### config.mk
export PLATFORM = sky130hd
export DESIGN_NAME = cdb_writeback
export DESIGN_NICKNAME = d
export VERILOG_FILES = /design/src/rtl/cdb_writeback.sv
export SDC_FILE = /design/constraint.sdc
export NUM_CORES = 1
export LEC_CHECK = 0
export BUFFER_PORTS_ARGS = -buffer_cell sky130_fd_sc_hd__buf_2
export CORE_ASPECT_RATIO = 1.2
export CORE_MARGIN = 4
export CORE_UTILIZATION = 55
export CTS_CLUSTER_DIAMETER = 200
export DETAILED_ROUTE_END_ITERATION = 6
export GPL_TIMING_DRIVEN = 1
export HOLD_SLACK_MARGIN = 0.15
export PLACE_DENSITY = 0.85
export SYNTH_ARGS = -nofsm -noshare
export SYNTH_HDL_FRONTEND = slang
export SYNTH_SLANG_ARGS = --single-unit
### constraint.sdc
create_clock -name clock -period 3.15 [get_ports clock]
set_input_delay 0.4725 -clock clock [delete_from_list [all_inputs] [get_ports clock]]
set_output_delay 0.4725 -clock clock [all_outputs]
set_load 0.1 [all_outputs]
### src/rtl/cdb_writeback.sv
// cdb_writeback: common data bus arbitration, broadcast and register writeback
// for a two-unit (adder / multiplier) Tomasulo-style datapath.
//
// - Round-robin arbitration between the adder and multiplier result ports.
// - There is no backpressure, so one result can be accepted per cycle.
// - A registered CDB broadcast drives the register-file write port. The write
//   happens only when a busy register still waits on the broadcast tag.
// - A register status table (busy, Qi) is kept for registers 1..7.
//   Register 0 is permanently idle.
//
// Optional feature: define WB_STALL_COUNT_EN to add the stallCount output.
// stallCount is a saturating count of edges where a valid source lost
// arbitration.

module cdb_writeback (
    input  logic        clock,
    input  logic        reset_n,
    input  logic        addValid,
    input  logic [2:0]  addTag,
    input  logic [15:0] addResult,
    output logic        addReady,
    input  logic        mulValid,
    input  logic [2:0]  mulTag,
    input  logic [15:0] mulResult,
    output logic        mulReady,
    input  logic        issueValid,
    input  logic [2:0]  issueDest,
    input  logic [2:0]  issueTag,
    input  logic [2:0]  qiAddr,
    output logic [2:0]  qiTag,
    output logic        qiBusy,
    output logic        cdbValid,
    output logic [2:0]  cdbTag,
    output logic [15:0] cdbData,
    output logic [15:0] dataIn,
    output logic [2:0]  dataAddress,
    output logic        writeEnable
`ifdef WB_STALL_COUNT_EN
    ,
    output logic [15:0] stallCount
`endif
);

    // Round-robin pointer: 0 = adder has priority, 1 = multiplier has priority
    logic             rr_q, rr_d;

    // Registered broadcast
    logic             cdb_valid_q, cdb_valid_d;
    logic [2:0]       cdb_tag_q, cdb_tag_d;
    logic [15:0]      cdb_data_q, cdb_data_d;

    // Register status table. Entry 0 exists only so that indexing stays simple.
    // Entry 0 is held at zero.
    logic [7:0]       busy_q, busy_d;
    logic [7:0][2:0]  qi_q, qi_d;

    logic             add_gnt, mul_gnt, contested;
    logic             match_hit;
    logic [2:0]       match_idx;

    // Arbitration: a lone requester always wins; on contention the pointer decides
    always_comb begin
        contested = addValid && mulValid;
        if (contested) begin
            add_gnt = (rr_q == 1'b0);
            mul_gnt = (rr_q == 1'b1);
        end else begin
            add_gnt = addValid;
            mul_gnt = mulValid;
        end
    end

    assign addReady = add_gnt;
    assign mulReady = mul_gnt;

    // Next broadcast: tag-0 results are accepted but never put on the bus
    always_comb begin
        cdb_valid_d = 1'b0;
        cdb_tag_d   = cdb_tag_q;
        cdb_data_d  = cdb_data_q;
        if (add_gnt && (addTag != 3'd0)) begin
            cdb_valid_d = 1'b1;
            cdb_tag_d   = addTag;
            cdb_data_d  = addResult;
        end else if (mul_gnt && (mulTag != 3'd0)) begin
            cdb_valid_d = 1'b1;
            cdb_tag_d   = mulTag;
            cdb_data_d  = mulResult;
        end
        rr_d = contested ? ~rr_q : rr_q;
    end

    // Broadcast register and arbitration pointer
    always_ff @(posedge clock or negedge reset_n) begin
        if (!reset_n) begin
            cdb_valid_q <= 1'b0;
            cdb_tag_q   <= 3'd0;
            cdb_data_q  <= 16'd0;
            rr_q        <= 1'b0;
        end else begin
            cdb_valid_q <= cdb_valid_d;
            cdb_tag_q   <= cdb_tag_d;
            cdb_data_q  <= cdb_data_d;
            rr_q        <= rr_d;
        end
    end

    assign cdbValid = cdb_valid_q;
    assign cdbTag   = cdb_valid_q ? cdb_tag_q : 3'd0;
    assign cdbData  = cdb_valid_q ? cdb_data_q : 16'd0;

    // Writeback search over registers 1..7 using the current (pre-issue) status
    always_comb begin
        match_hit = 1'b0;
        match_idx = 3'd0;
        for (int i = 7; i >= 1; i--) begin
            if (cdb_valid_q && busy_q[i] && (qi_q[i] == cdb_tag_q)) begin
                match_hit = 1'b1;
                match_idx = i[2:0];
            end
        end
    end

    assign writeEnable = match_hit && (match_idx != 3'd0);
    assign dataAddress = writeEnable ? match_idx : 3'd0;
    assign dataIn      = writeEnable ? cdb_data_q : 16'd0;

    // Status update: writeback clear first, so a same-edge issue overrides it
    always_comb begin
        busy_d = busy_q;
        qi_d   = qi_q;
        if (writeEnable) begin
            busy_d[dataAddress] = 1'b0;
            qi_d[dataAddress]   = 3'd0;
        end
        if (issueValid && (issueDest != 3'd0)) begin
            busy_d[issueDest] = 1'b1;
            qi_d[issueDest]   = issueTag;
        end
        busy_d[0] = 1'b0;
        qi_d[0]   = 3'd0;
    end

    // Status table register
    always_ff @(posedge clock or negedge reset_n) begin
        if (!reset_n) begin
            busy_q <= '0;
            qi_q   <= '0;
        end else begin
            busy_q <= busy_d;
            qi_q   <= qi_d;
        end
    end

    // Combinational status read; entry 0 is constant zero
    assign qiTag  = qi_q[qiAddr];
    assign qiBusy = busy_q[qiAddr];

`ifdef WB_STALL_COUNT_EN
    logic [15:0] stall_q, stall_d;

    // Stall counter next value: one count per edge where a valid source was refused
    always_comb begin
        stall_d = stall_q;
        if (((addValid && !add_gnt) || (mulValid && !mul_gnt)) && (stall_q != 16'hFFFF))
            stall_d = stall_q + 16'd1;
    end

    // Stall counter register
    always_ff @(posedge clock or negedge reset_n) begin
        if (!reset_n) stall_q <= 16'd0;
        else          stall_q <= stall_d;
    end

    assign stallCount = stall_q;
`endif

endmodule
==> metrics.csv, run 1 <==
stage;metric;value;unit
final_layout;fill cell count;371;
run_status;status;finished, final reports clean;
yosys;syn nets;383;
yosys;Adder-Cell Fraction of Synth Area;0;%
yosys;list of most frequent post-synthesis cells;nand2_1 (54), dfrtp_1 (49), o21ai_0 (36), mux2i_1 (27), and2_1 (21);
routing;DR iter-0 viols;149;
worst_setup_path;RR Startpoint;cdb_tag_q[2]$_DFFE_PN0P_;
routing;Routed Antenna Nets;0;
die;Die Span X;77.4;um
die;die height;91.3;um
yosys;Post-Syn Area per Cell;9.61;um2
yosys;share of the synthesized area in the top cell type;38.6;%
place;gpl congestion;0.934;
sta;Final Skew;7.75;ps
routing;vias per cell;5.86;
sta;Slew @ Worst Pin;675;ps
yosys;synth unique cells;41;
yosys;Synth area leader;dfrtp_1;
place;# port buffers;97;
yosys;Post-Syn Area;3180;um2
die;starting density of the core;56.5;%
grt;GR Overflow Total;0;
worst_setup_path;worst path required time;2680;ps
worst_setup_path;maximum fanout along the worst path;19;
routing;number of remaining DRC errors;0;
clock_network;# hold bufs at CTS;0;
die;floorplan row count;30;
min_path;Min-Delay Path Class;input port to async pin;
final_layout;area grow syn2layout;32.7;%
flow_run;MaxCap Viol Count;0;
die;Die ar.;7070;um2
sta;Final min period;3030;ps
place;DP HPWL;6800;um
sta;fmax;330;MHz
place;post-placement setup slack;283;ps
clock_network;clock latency at the later pin of the worst-skew pair;300;ps
grt;GRT Overall Usage;26.1;%
worst_setup_path;Crit Path Category;flop to primary output;
place;dpl cells;487;
yosys;combinational family with the most area after synthesis;simple AND/OR/NAND/NOR gates;
clock_network;clk sink count;49;
sta;max-slew violations;0;
sta;crit share post-route;96.3;%
yosys;Area contributors post-synth;dfrtp_1 (39%), mux2i_1 (8.5%), nand2_1 (6.4%), o21ai_0 (5.7%), xor2_1 (5.0%);
final_layout;diode count;0;
routing;via count;2902;
sta;Slew headroom;55.0;%
sta;RSZ-0062 raised after global routing;false;
clock_network;Num CTS Buffers;5;
clock_network;clk buf depth;2;
sta;Final setup viols;0;
grt;first-pass GRT wire length;14700;um
worst_setup_path;Crit path arrival time;2560;ps
final_layout;NumNets Final;483;
clock_network;CTS tree;built;
routing;final wirelength;8780;um
routing;1st-pass router iterations;4;
yosys;post-synthesis mux area share;12.4;%
yosys;share of flip-flops with an asynchronous set or reset;100;%
yosys;Syn. warnings;0;
yosys;count leader, synth;nand2_1;
final_layout;share of layout cells above drive strength 1;38.7;%
routing;Routed wire per std cell;17.7;um
yosys;Yosys reg bits;49;
worst_setup_path;CP Launch Type;flop;
yosys;Seq/Total Area, Yosys;38.6;%
worst_setup_path;Critical path origin;cdb_tag_q[2]$_DFFE_PN0P_;
clock_network;H-tree level count;2;
clock_network;CTS clk-pin slew, worst paths;90;ps
grt;antenna violations before repair;0;
final_layout;fin cells;495;
worst_setup_path;CP Capture Type;primary output;
die;IO Count;98;
yosys;main flop type after synthesis;dfrtp_1;
grt;vias in the first global route;3067;
yosys;complex-gate fraction of the synthesized area;14.9;%
clock_network;root buf cell;clkbuf_8;
yosys;Post-synth EDFFs;0;
die;core area;5630;um2
sta;final setup margin;116;ps
sta;final hold violations;0;
sta;Setup TNS;0;ps
yosys;Post-Synth Simple-Gate Area;22.7;%
yosys;Post-Synth XOR/XNOR Area;6.77;%
yosys;cell count after synthesis;331;
grt;largest net degree at the start of global routing;40;
-- area by class of cell --
cell class | count | area [um2] | share of cell area [%]
multi-input combinational | 253 | 1910 | 45.2
sequential | 49 | 1230 | 29.1
clock inverter | 2 | 35.0 | 0.830
clock buffer | 5 | 68.8 | 1.63
inverter | 11 | 41.3 | 0.979
tap | 64 | 80.1 | 1.90
timing repair buffer | 111 | 861 | 20.4
-- sequential cells by signal, summed over array words and instances, names as in the netlist --
name / cells
cdbValid: 1
rr_q: 1
busy_q: 7
cdb_tag_q: 3
qi_q: 21
cdb_data_q: 16
-- worst max-delay path, stage by stage, from the launching register on --
cell	delay [ps]
dfrtp_1	520
buf_4	220
xor2_1	190
nor4_4	500
nor3_4	80
buf_4	240
nand2_2	70
buf_2	410
-- what timing repair did --
action | in CTS | in global routing
endpoints found under the setup margin | 7 | 3
gates resized for setup | 0 | 1
pin swaps | 1 | 1
setup buffers | 1 | 0
-- cell usage in the layout (no fill, tap or decap), types with 7 or more instances in the layout --
cell and count:
a21boi_2 17, nor4_4 7, nand2_1 53, nor2_1 8, dfrtp_1 49, xor2_1 18, buf_4 13, o21ai_0 36
a21oi_1 12, buf_12 18, and2_1 21, buf_2 79, mux2i_1 27, inv_1 11
-- final timing paths --
| path | cells after the start | slack [ps] | endpoint |
|---|---|---|---|
| min | 1 | 200 | qi_q[4]$_DFF_PN0_ |
| max | 7 | 120 | writeEnable |
| max in group asynchronous | 2 | 2250 | qi_q[11]$_DFF_PN0_ |
| min reg2reg | 2 | 500 | cdb_data_q[8]$_DFFE_PN0P_ |
| max reg2reg | 5 | 950 | qi_q[11]$_DFF_PN0_ |
| min in group clock | 3 | 450 | rr_q$_DFFE_PN0P_ |
-- logic make-up after synthesis --
| group | after synthesis |
|---|---|
| buf+inv | 29 |
| simple gates | 118 |
| xor+xnor | 22 |
| mux | 34 |
| flops | 49 |
| compound gates | 79 |
-- metal layers --
metal | wire length [um] | GRT usage [%] | up-vias
met2 | 4350 | 44.2 | 148
met4 | 278 | 9.64 | 0
met5 | 0 | 0 | -
met1 | 3480 | 32.2 | 1383
li1 | - | - | 1344
met3 | 659 | 6.15 | 27
-- stage by stage --
step                      hold WS (ps)  instance area (um2)  utilization [%]
after floorplan                    177                 3270                -
after global placement             472                 4090             72.7
after detailed placement           483                 4090             72.7
after CTS                          208                 4220             74.9
after global routing               237                 4220             74.9
final                              196                 4220             74.9
Power of run 1 is left out: the tool's default activity adds up to more than one toggle a clock period on the data nets, which glitch-free logic cannot reach.
==> run 2: changes to the inputs <==
Settings changed: CORE_ASPECT_RATIO 1.2 to default, CORE_UTILIZATION 55 to 35, PLACE_DENSITY 0.85 to default.
==> run 2 against run 1 <==
  * Final cell count grew 8.3%
  * First-iteration DRC count is 41% lower
  * Die area grew 51%
  * Clock skew increased by 2.6 ps
  * Largest cell class unchanged
==> metrics.csv, run 2 (same netlist as run 1, synthesis figures left out) <==
stage;metric;value;unit
grt;antenna violations before repair;0;
final_layout;share of layout cells above drive strength 1;38.3;%
final_layout;Biggest register;qi_q;
clock_network;# hold bufs at CTS;0;
die;starting density of the core;36.3;%
worst_setup_path;RR Startpoint;cdb_tag_q[2]$_DFFE_PN0P_;
worst_setup_path;Critical path origin;cdb_tag_q[2]$_DFFE_PN0P_;
sta;Slew headroom;55.6;%
routing;top layer in use;met4;
final_layout;most frequent cells in the layout;buf_2 (79), nand2_1 (53), dfrtp_1 (49), o21ai_0 (36), mux2i_1 (27);
clock_network;root buf cell;clkbuf_8;
die;Die Span X;103;um
worst_setup_path;CP Capture Type;primary output;
clock_network;CTS tree;built;
clock_network;clk buf depth;2;
routing;met2 WL;3800;um
routing;metal3 WL;774;um
clock_network;H-tree level count;2;
worst_setup_path;Crit path arrival time;2530;ps
routing;via count;2772;
worst_setup_path;maximum fanout along the worst path;9;
die;Die ar.;10700;um2
grt;GR Overflow Total;0;
worst_setup_path;buffers and inverters on the worst path;1;
min_path;Min-Delay Path Class;input port to async pin;
worst_setup_path;slowest stage delay, CP;660;ps
clock_network;clk sink count;49;
worst_setup_path;CP Launch Type;flop;
clock_network;post-CTS setup buffer count;0;
worst_setup_path;R2R Setup Slk;1030;ps
die;core area;8760;um2
routing;final wirelength;8750;um
grt;GRT Overall Usage;17.5;%
clock_network;clock latency at the later pin of the worst-skew pair;310;ps
final_layout;most common cell after layout, fill and taps aside;buf_2;
worst_setup_path;Slowest-stage cell, CP;dfrtp_1;
final_layout;NumNets Final;479;
sta;Final setup viols;0;
place;# port buffers;97;
worst_setup_path;end of the worst register-to-register path;qi_q[10]$_DFF_PN0_;
routing;1st-pass router iterations;4;
worst_setup_path;worst path required time;2680;ps
die;IO Count;98;
sta;max-slew violations;0;
final_layout;max FFs per register;21;
routing;vias per cell;5.17;
sta;Slew @ Worst Pin;663;ps
sta;crit share post-route;95.2;%
routing;wl on met1;4130;um
final_layout;diode count;0;
place;gpl congestion;0.833;
sta;final hold violations;0;
sta;Final Skew;10.3;ps
clock_network;CTS resizes;0;
die;floorplan row count;34;
sta;fmax;334;MHz
sta;RSZ-0062 raised after global routing;false;
routing;DR iter-0 viols;88;
routing;number of remaining DRC errors;0;
worst_setup_path;Worst Reg-to-Reg Cells;4;
grt;largest net degree at the start of global routing;40;
place;DP HPWL;6770;um
grt;vias in the first global route;2867;
routing;Routed Antenna Nets;0;
clock_network;Num CTS Buffers;5;
die;die height;103;um
sta;Final min period;3000;ps
final_layout;top flop regs;qi_q (21), cdb_data_q (16), busy_q (7);
flow_run;MaxCap Viol Count;0;
worst_setup_path;Crit Path Category;flop to primary output;
clock_network;CTS clk-pin slew, worst paths;100;ps
grt;first-pass GRT wire length;14600;um
final_layout;area grow syn2layout;33.3;%
run_status;status;finished, final reports clean;
routing;Routed wire per std cell;16.3;um
worst_setup_path;Worst path top cell family by delay;flip-flops;
sta;Setup TNS;0;ps
worst_setup_path;critical path, cell by cell;xor2_1 > or4_4 > a211oi_1 > o31ai_4 > buf_2;
==> run 2: area by class of cell <==
cell class                 instances  area (um2)
tap                              108         135
multi-input combinational        253        1910
timing repair buffer             107         831
fill                             845        4520
clock inverter                     2        17.5
inverter                          11        41.3
clock buffer                       6        82.6
sequential                        49        1230
==> run 2: how the worst max path moves through the flow <==
| stage | slack, ps | cells past startpoint | end |
|---|---|---|---|
| floorplan | -300 | 6 | dataIn[10] |
| global placement | 530 | 5 | dataAddress[0] |
| detailed placement | 490 | 5 | dataAddress[0] |
| CTS | 140 | 5 | dataAddress[0] |
| global route | 7 | 5 | dataAddress[0] |
| finish | 150 | 5 | dataAddress[0] |
==> run 2: metrics by stage <==
stage | util, % | area, um2 | hold slack (ps) | setup WS (ps) | instances
6_report | 48.4 | 4240 | 142 | 152 | 536
5_1_grt | 48.4 | 4240 | 182 | 6.76 | 536
4_1_cts | 48.4 | 4240 | 166 | 140 | 536
3_5_place_dp | 47.2 | 4140 | 485 | 491 | 528
3_3_place_gp | 47.2 | 4140 | 471 | 535 | 528
2_1_floorplan | - | 3270 | 177 | -297 | 331
==> run 2: layer usage <==
layer / track usage (%) / vias to the layer above
li1: - / 1341
met1: 25.0 / 1317
met2: 27.1 / 110
met3: 4.69 / 4
met4: 2.69 / 0
met5: 0 / -
Power of run 2 is left out for the same reason.
